<file path="config.mk">
export PLATFORM = sky130hd
export DESIGN_NAME = conv_stream_driver_flat
export DESIGN_NICKNAME = d
export VERILOG_FILES = /design/src/rtl/conv_stream_driver_if.sv /design/src/rtl/conv_stream_driver.sv /design/src/flat_wrapper.sv
export SDC_FILE = /design/constraint.sdc
export NUM_CORES = 1
export LEC_CHECK = 0
export ABC_AREA = 0
export BUFFER_PORTS_ARGS = -buffer_cell sky130_fd_sc_hd__buf_2
export CORE_UTILIZATION = 50
export DETAILED_ROUTE_END_ITERATION = 10
export GPL_ROUTABILITY_DRIVEN = 1
export PLACE_DENSITY = 0.72
export SKIP_LAST_GASP = 1
export SLEW_MARGIN = 10
export SYNTH_ARGS = -nofsm -noshare
export SYNTH_HDL_FRONTEND = slang
export SYNTH_SLANG_ARGS = --single-unit
</file>
<file path="constraint.sdc">
create_clock -name clk -period 17.7 [get_ports clk]
set_input_delay 1.77 -clock clk [delete_from_list [all_inputs] [get_ports clk]]
set_output_delay 1.77 -clock clk [all_outputs]
set_load 0.02 [all_outputs]
</file>
<file path="src/rtl/conv_stream_driver_if.sv">
// Valid/ready bundle between conv_stream_driver (master) and the convolution
// block (slave): x and f flow outbound, y flows back.
interface conv_stream_driver_if #(
  parameter int WIDTH  = 8,
  parameter int OWIDTH = 18
);
  logic signed [WIDTH-1:0]  m_data_out_x;
  logic                     m_valid_x;
  logic                     m_ready_x;
  logic signed [WIDTH-1:0]  m_data_out_f;
  logic                     m_valid_f;
  logic                     m_ready_f;
  logic signed [OWIDTH-1:0] s_data_in_y;
  logic                     s_valid_y;
  logic                     s_ready_y;

  modport master (
    output m_data_out_x, m_valid_x,
    input  m_ready_x,
    output m_data_out_f, m_valid_f,
    input  m_ready_f,
    input  s_data_in_y, s_valid_y,
    output s_ready_y
  );

  modport slave (
    input  m_data_out_x, m_valid_x,
    output m_ready_x,
    input  m_data_out_f, m_valid_f,
    output m_ready_f,
    output s_data_in_y, s_valid_y,
    input  s_ready_y
  );
endinterface

</file>
<file path="src/rtl/conv_stream_driver.sv">
// Streams a stored x vector and filter f into conv_8_4 over independent
// valid/ready channels, then buffers the returned y words for readback.
module conv_stream_driver #(
  parameter int XLEN   = 8,
  parameter int FLEN   = 4,
  parameter int WIDTH  = 8,
  parameter int OWIDTH = 18,
  parameter int YLEN   = XLEN - FLEN + 1
) (
  input  logic                     clk,
  input  logic                     reset,
  input  logic                     wr_en,
  input  logic                     wr_sel,
  input  logic [2:0]               wr_addr,
  input  logic signed [WIDTH-1:0]  wr_data,
  input  logic                     start,
  output logic                     busy,
  output logic                     done,
  conv_stream_driver_if.master     strm,
  input  logic [2:0]               rd_addr,
  output logic signed [OWIDTH-1:0] rd_data
);
  localparam int XCW = $clog2(XLEN + 1);
  localparam int FCW = $clog2(FLEN + 1);
  localparam int YCW = $clog2(YLEN + 1);
  localparam int XIW = $clog2(XLEN);
  localparam int FIW = $clog2(FLEN);
  localparam logic [XCW-1:0] X_END  = XCW'(XLEN);
  localparam logic [FCW-1:0] F_END  = FCW'(FLEN);
  localparam logic [YCW-1:0] Y_END  = YCW'(YLEN);
  localparam logic [2:0]     RD_END = 3'(YLEN);

  typedef enum logic [1:0] {IDLE, RUN, FIN} state_t;

  state_t                   state;
  logic [XCW-1:0]           xc, xc_nxt;
  logic [FCW-1:0]           fc, fc_nxt;
  logic [YCW-1:0]           yc, yc_nxt;
  logic                     x_fire, f_fire, y_fire, all_done;
  logic signed [WIDTH-1:0]  x_mem [XLEN];
  logic signed [WIDTH-1:0]  f_mem [FLEN];
  logic signed [OWIDTH-1:0] y_mem [YLEN];

  always_comb begin
    strm.m_valid_x = (state == RUN) && (xc < X_END);
    strm.m_valid_f = (state == RUN) && (fc < F_END);
    strm.s_ready_y = (state == RUN) && (yc < Y_END);
    // Exhausted counters point past the store, so drive zero rather than wrap.
    strm.m_data_out_x = (xc < X_END) ? x_mem[xc[XIW-1:0]] : '0;
    strm.m_data_out_f = (fc < F_END) ? f_mem[fc[FIW-1:0]] : '0;

    x_fire = strm.m_valid_x && strm.m_ready_x;
    f_fire = strm.m_valid_f && strm.m_ready_f;
    y_fire = strm.s_valid_y && strm.s_ready_y;
    xc_nxt = xc + XCW'(x_fire);
    fc_nxt = fc + FCW'(f_fire);
    yc_nxt = yc + YCW'(y_fire);
    all_done = (xc_nxt == X_END) && (fc_nxt == F_END) && (yc_nxt == Y_END);

    busy = (state == RUN);
    done = (state == FIN);
  end

  always_ff @(posedge clk or posedge reset) begin
    if (reset) begin
      state   <= IDLE;
      xc      <= '0;
      fc      <= '0;
      yc      <= '0;
      rd_data <= '0;
      // NOTE: the stores are reset on purpose so a reset mid-run streams and reads zeros.
      for (int i = 0; i < XLEN; i++) x_mem[i] <= '0;
      for (int i = 0; i < FLEN; i++) f_mem[i] <= '0;
      for (int i = 0; i < YLEN; i++) y_mem[i] <= '0;
    end else begin
      // Reads see the pre-edge buffer, so a same-edge capture returns the old word.
      rd_data <= (rd_addr < RD_END) ? y_mem[rd_addr] : '0;

      if (wr_en && state != RUN) begin
        if (wr_sel) f_mem[wr_addr[FIW-1:0]] <= wr_data;
        else        x_mem[wr_addr[XIW-1:0]] <= wr_data;
      end

      case (state)
        IDLE: begin
          if (start) begin
            state <= RUN;
            xc    <= '0;
            fc    <= '0;
            yc    <= '0;
          end
        end
        RUN: begin
          xc <= xc_nxt;
          fc <= fc_nxt;
          yc <= yc_nxt;
          if (y_fire) y_mem[yc] <= strm.s_data_in_y;
          if (all_done) state <= FIN;
        end
        FIN:     state <= IDLE;
        default: state <= IDLE;
      endcase
    end
  end
endmodule

</file>
<file path="src/flat_wrapper.sv">
// flat-port wrapper written by rule: the top's interface ports become plain ports
module conv_stream_driver_flat 
#(
  parameter int XLEN   = 8,
  parameter int FLEN   = 4,
  parameter int WIDTH  = 8,
  parameter int OWIDTH = 18,
  parameter int YLEN   = XLEN - FLEN + 1
)
  (clk, reset, wr_en, wr_sel, wr_addr, wr_data, start, busy, done, rd_addr, rd_data, strm_m_data_out_x, strm_m_valid_x, strm_m_ready_x, strm_m_data_out_f, strm_m_valid_f, strm_m_ready_f, strm_s_data_in_y, strm_s_valid_y, strm_s_ready_y);
  conv_stream_driver_if #(.WIDTH(WIDTH), .OWIDTH(OWIDTH)) strm_i ();
  input  logic clk;
  input  logic reset;
  input  logic wr_en;
  input  logic wr_sel;
  input  logic [2:0] wr_addr;
  input  logic signed [WIDTH-1:0] wr_data;
  input  logic start;
  output logic busy;
  output logic done;
  input  logic [2:0] rd_addr;
  output logic signed [OWIDTH-1:0] rd_data;
  output wire logic [$bits(strm_i.m_data_out_x)-1:0] strm_m_data_out_x;
  output wire logic [$bits(strm_i.m_valid_x)-1:0] strm_m_valid_x;
  input wire logic [$bits(strm_i.m_ready_x)-1:0] strm_m_ready_x;
  output wire logic [$bits(strm_i.m_data_out_f)-1:0] strm_m_data_out_f;
  output wire logic [$bits(strm_i.m_valid_f)-1:0] strm_m_valid_f;
  input wire logic [$bits(strm_i.m_ready_f)-1:0] strm_m_ready_f;
  input wire logic [$bits(strm_i.s_data_in_y)-1:0] strm_s_data_in_y;
  input wire logic [$bits(strm_i.s_valid_y)-1:0] strm_s_valid_y;
  output wire logic [$bits(strm_i.s_ready_y)-1:0] strm_s_ready_y;
  assign strm_m_data_out_x = strm_i.m_data_out_x;
  assign strm_m_valid_x = strm_i.m_valid_x;
  assign strm_i.m_ready_x = strm_m_ready_x;
  assign strm_m_data_out_f = strm_i.m_data_out_f;
  assign strm_m_valid_f = strm_i.m_valid_f;
  assign strm_i.m_ready_f = strm_m_ready_f;
  assign strm_i.s_data_in_y = strm_s_data_in_y;
  assign strm_i.s_valid_y = strm_s_valid_y;
  assign strm_s_ready_y = strm_i.s_ready_y;
  conv_stream_driver #(.XLEN(XLEN), .FLEN(FLEN), .WIDTH(WIDTH), .OWIDTH(OWIDTH), .YLEN(YLEN)) u_core (.clk(clk), .reset(reset), .wr_en(wr_en), .wr_sel(wr_sel), .wr_addr(wr_addr), .wr_data(wr_data), .start(start), .busy(busy), .done(done), .strm(strm_i), .rd_addr(rd_addr), .rd_data(rd_data));
endmodule
</file>
; ---- Word-level counts from Yosys, hierarchy flattened
; Cells that the tools add are included.
[classes]
bitwise_logic = 7
addsub = 3
order_cmp = 13
n_reduce_logical = 19
n_eq_ne = 8
mux = 29
[op_table]
columns = operator, n
row1 = bitwise mux 90 bit, 1
row2 = two-way mux 18 bit, 4
row3 = bitwise mux 64 bit, 1
row4 = two-way mux 8 bit, 8
row5 = binary-select mux 18 bit (select 3 bit), 1
row6 = demux 18 bit (select 3 bit), 1
row7 = bitwise mux 32 bit, 1
row8 = binary-select mux 8 bit (select 3 bit), 1
row9 = demux 8 bit (select 3 bit), 1
row10 = binary-select mux 8 bit (select 2 bit), 1
row11 = demux 8 bit (select 2 bit), 1
row12 = ">= comparator 4 bit, second input constant", 4
row13 = inverter 3 -> 4 bit, 4
row14 = logical AND 1 bit, 12
row15 = one-hot mux 3 bit (2 select lines), 2
row16 = AND reduction 2 bit, 5
row17 = "less-than comparator 3 bit, second input constant", 3
row18 = "less-than comparator 4 x 1 -> 1 bit, second input constant", 2
row19 = one-hot mux 4 bit (2 select lines), 1
row20 = adder 3 x 1 -> 3 bit, 2
row21 = "== test 3 bit, second input constant", 2
row22 = ">= comparator 3 bit, second input constant", 2
row23 = inverter 2 -> 3 bit, 2
row24 = adder 4 x 1 -> 4 bit, 1
row25 = other kinds (14), 16
[totals]
output_inout_bits = 39
word_cells = 101
in_bits = 40
regBits = 216

; ---- Longest topological paths before layout
[logic_depth]
depth_word = 9
depth_mapped = 10
depth_no_buf = 8

; ---- Worst setup path before layout
; No wires, ideal clock.
[synth_path]
path_type = register -> output
startpoint = register u_core.xc[2]
endpoint = output port strm_m_data_out_x[0]
required_time_ps = 15930
arrival_ps = 2456
path_buffers = 3
path_slack_ps = 13474
stages_incl_launch_ff = 6
cell_sequence = dfrtp_1 -> clkbuf_1 -> clkbuf_1 -> buf_2 -> mux2i_1 -> a2111oi_0
[synth_via]
elab_chain_cells = 5
elab_cells_between_ends = 6
classes_between = order compare (1) / mux (4) / bitwise (1)
[synth_rtl]
columns = element, line_no
row1 = from (decl), conv_stream_driver.sv:36  ; logic [XCW-1:0] xc, xc_nxt;
row2 = from (signal assigned), conv_stream_driver.sv:94  ; xc <= xc_nxt;
row3 = inverter 3 -> 4 bit (implied by the code), conv_stream_driver.sv:49  ; strm.m_data_out_x = (xc < X_END) ? x_mem[xc[XIW-1:0]] : '0;
row4 = binary-select mux 8 bit (select 3 bit), conv_stream_driver.sv:49
row5 = two-way mux 8 bit (implied by the code) (2 in series), conv_stream_driver.sv:49
row6 = two-way mux 8 bit *, conv_stream_driver.sv:49
row7 = to (decl), flat_wrapper.sv:23  ; output wire logic [$bits(strm_i.m_data_out_x)-1:0] strm_m_data_out_x;
; Every way passes the cells marked *; elsewhere a longest branch is shown, timed or not. The select of a mux whose other input is x is not followed.

; ---- Worst setup path in the final report
[layout_path]
startpoint = register u_core.xc[1]
endpoint = output port strm_m_data_out_x[3]
; The elaborated chain is that of the path after synthesis.

==> results.yml <==
worst_setup_path:
  rr_worst_depth: 8
  r2r_slack_ns: 14.89
  r2r-end: "u_core.state[0]$_DFFE_PP0P_"
  r2r_start: "u_core.state[1]$_DFFE_PP0P_"
  critPathTopFamily: "flip-flops"
  endpoint_kind: "primary output"
  crit_buf_inv: 1
  required_ns: 15.93
  slowest_delay_ns: 0.79
  crit_type: "flop to primary output"
  crit_fanout: 13
  path_cells: "mux4_2 > nor2b_1 > a2111oi_0 > buf_2"
  startpoint_type: "flop"
  arrival_ns: 2.57
  critical_path.slowest_cell: "dfrtp_1"
place:
  dp.cells: 951
  io_buffers: 78
  dpl_worst_slack_ns: 13.82
  gp_congestion: 0.808
  dp_hpwl_um: 12600
sta:
  fin_crit_sh_pct: 24.5
  finalSetupTns_ns: 0
  finalClockSkew_ns: 0.00611
  max_freq_mhz: 230
  worst_slew_pin_slew_ns: 1.16
  final_max_slew_viol_count: 0
  hold_viol_final: 0
  grt_setup_unrepaired: "no"
  min_period_ns: 4.34
  maxSlewHeadroom_pct: 22.6
  fin_ws_ns: 13.36
  setup_viol: 0
route:
  dr.pass1.iters: 4
  via_per_inst: 5.85
  wl_per_cell_um: 20.2
  drc: 0
  vias: 5793
  ant_nets: 0
  drtIter0Drc: 332
  routed_wl_um: 20000
power_and_ir_drop:
  power_frac_clock_pct: 27.6
  powerDensity_mw_per_mm2: 146
  p_leak_uw: 0.00516
  p_int_uw: 1100
  switching_share_pct: 30.2
  comb_power_share_pct: 26.6
  max-vdd-ir-drop_v: 0.0000765
  power_frac_seq_pct: 45.8
  switchingPower_uw: 477
grt:
  grt_max_degree: 148
  grtUsageTotal_pct: 21.1
  grt_pass1_vias: 6190
  grt-ovfl-total: 0
  grt_pass1_wl_um: 33000
  antenna_found_initial: 1
yosys:
  synth_top_area_cell: "dfrtp_1"
  synth_edf_count: 0
  synth_top_family_by_area: "multiplexers"
  syn_area_per_cell_um2: 14.2
  async_flop_share_pct: 100
  yosysTopAreaCellShare_pct: 56.2
  post_synth_main_area_contributors: "dfrtp_1 56%, mux2_2 22%, mux2i_1 4.6%"
  syn_nets: 725
  synth_area_mm2: 0.00961
  synth_flop_cell: "dfrtp_1"
  synth_common_cells: "216 x dfrtp_1, 189 x mux2_2, 44 x mux2i_1"
  yosysSeqAreaShare_pct: 56.2
  synth_compound_area_share_pct: 4.55
  yosysWarnings: 0
  yosys.area_share.simple_pct: 5.52
  syn_inst: 679
  synthXorXnorAreaFrac_pct: 0.364
  ys_ff_latch: 216
  yosysMostFrequentCell: "dfrtp_1"
  synth_adder_area_share_pct: 0.781
  synth_mux_area_share_pct: 30.5
  synth.distinct_cells: 43
clock_network:
  cts_resized: 0
  htreeDepth: 1
  ctsHoldBuffers: 0
  clock_latency_ns: 0.50
  postCtsSetupRepairBufs: 0
  clkSinkCount: 216
  numCtsBuffers: 23
  cts_tree: "yes"
  cts-root-buf: "clkbuf_16"
  clockBufferDepth: 3
  cts.clk_slew.worst_paths_ns: 0.06
run_status:
  status: "completed"
finish:
  drive_above_1_share_pct: 43.8
  syn2layout_area_growth_pct: 12.9
  layout.nets: 788
  utilization_pct: 57.8
  stdcell_count: 990
floorplan:
  core-area_mm2: 0.0188
  io_pins: 79
  fp.dieH_um: 141
  dieArea_mm2: 0.0198
  num_rows: 50
  die_w_um: 141
  start_util_pct: 51.2
worst_hold_path:
  hold_start: "u_core.x_mem[46]$_DFFE_PP0P_"
  whs_endpoint: "u_core.x_mem[46]$_DFFE_PP0P_"
  hold_class: "flop to flop"
  whs_path_depth: 1
job:
  drv_cap: 0
## metal layers
layer | wire (um) | GRT usage [%] | up-vias
met2 | 9820 | 35.7 | 135
met4 | 384 | 5.15 | 2
li1 | - | - | 2605
met1 | 8920 | 28.6 | 3016
met3 | 815 | 3.53 | 35
met5 | 12 | 0 | -
## final cells by class
cell class | count | area [um2]
timing repair buffer | 84 | 435
antenna | 1 | 2.50
sequential | 216 | 5410
inverter | 3 | 21.3
multi-input combinational | 414 | 4020
fill | 1515 | 7920
tap | 234 | 293
clock inverter | 4 | 23.8
clock buffer | 34 | 657
## power groups by stage
stage | combinational (uW) | sequential [uW] | clock [uW]
after floorplan | 335 | 700 | 0
after global placement | 408 | 720 | 0
after detailed placement | 425 | 732 | 0
after CTS | 426 | 723 | 448
after global routing | 461 | 745 | 469
final | 419 | 724 | 436
## worst max-delay path by stage
stage,from,end,cells past startpoint
final,u_core.xc[1]$_DFFE_PP0P_,strm_m_data_out_x[3],4
after global routing,u_core.xc[1]$_DFFE_PP0P_,strm_m_data_out_x[3],4
after CTS,u_core.xc[1]$_DFFE_PP0P_,strm_m_data_out_x[3],4
after detailed placement,u_core.xc[1]$_DFFE_PP0P_,strm_m_data_out_x[3],4
after global placement,u_core.xc[1]$_DFFE_PP0P_,strm_m_data_out_x[2],4
after floorplan,reset,u_core.f_mem[0]$_DFFE_PP0P_,1
## layout by cell type, fill, tap and decap left out, drive strengths merged, types with 2 or more instances in the layout
cell type  Yosys  routed
nor3b          3       3
o22ai         18      18
xor2           2       2
nand2          4       4
dfrtp        216     216
clkinv         0       3
mux2i         44      44
nand2b         3       3
inv            3       4
nand3          6       6
nor2          29      29
nor2b         27      27
a211oi         8       8
a21oi         18      18
and2           3       3
buf            9      84
nand4          2       2
a22o           9       9
clkbuf        37      34
nand3b         2       2
mux2         189     189
a2111oi        8       8
nor3           5       5
xnor2          2       2
ha             6       6
mux4          16      16
## registers in the layout (all words and copies together), names as in the netlist
name and cells:
u_core.x_mem 64, u_core.rd_data 18, u_core.xc 4, u_core.fc 3, u_core.state 2, u_core.yc 3, u_core.y_mem 90, u_core.f_mem 32
## cell families after synthesis
kind of cell             count (synthesis)
XOR/XNOR                                 4
flip-flops                             216
buffers and inverters                   49
AO/OA/AOI/OAI                           65
multiplexers                           249
adder cells (fa/ha/maj)                  6
AND/OR/NAND/NOR                         90
## stage by stage
step           cell area [um2]  total power [uW]  hold WS [ns]
3_3_place_gp             10200              1130         0.481
4_1_cts                  10900              1600         0.502
2_1_floorplan             9610              1040         0.473
6_report                 10900              1580         0.500
3_5_place_dp             10200              1160         0.489
5_1_grt                  10900              1680         0.507
Note: power is estimated with default switching activity, not from simulation.
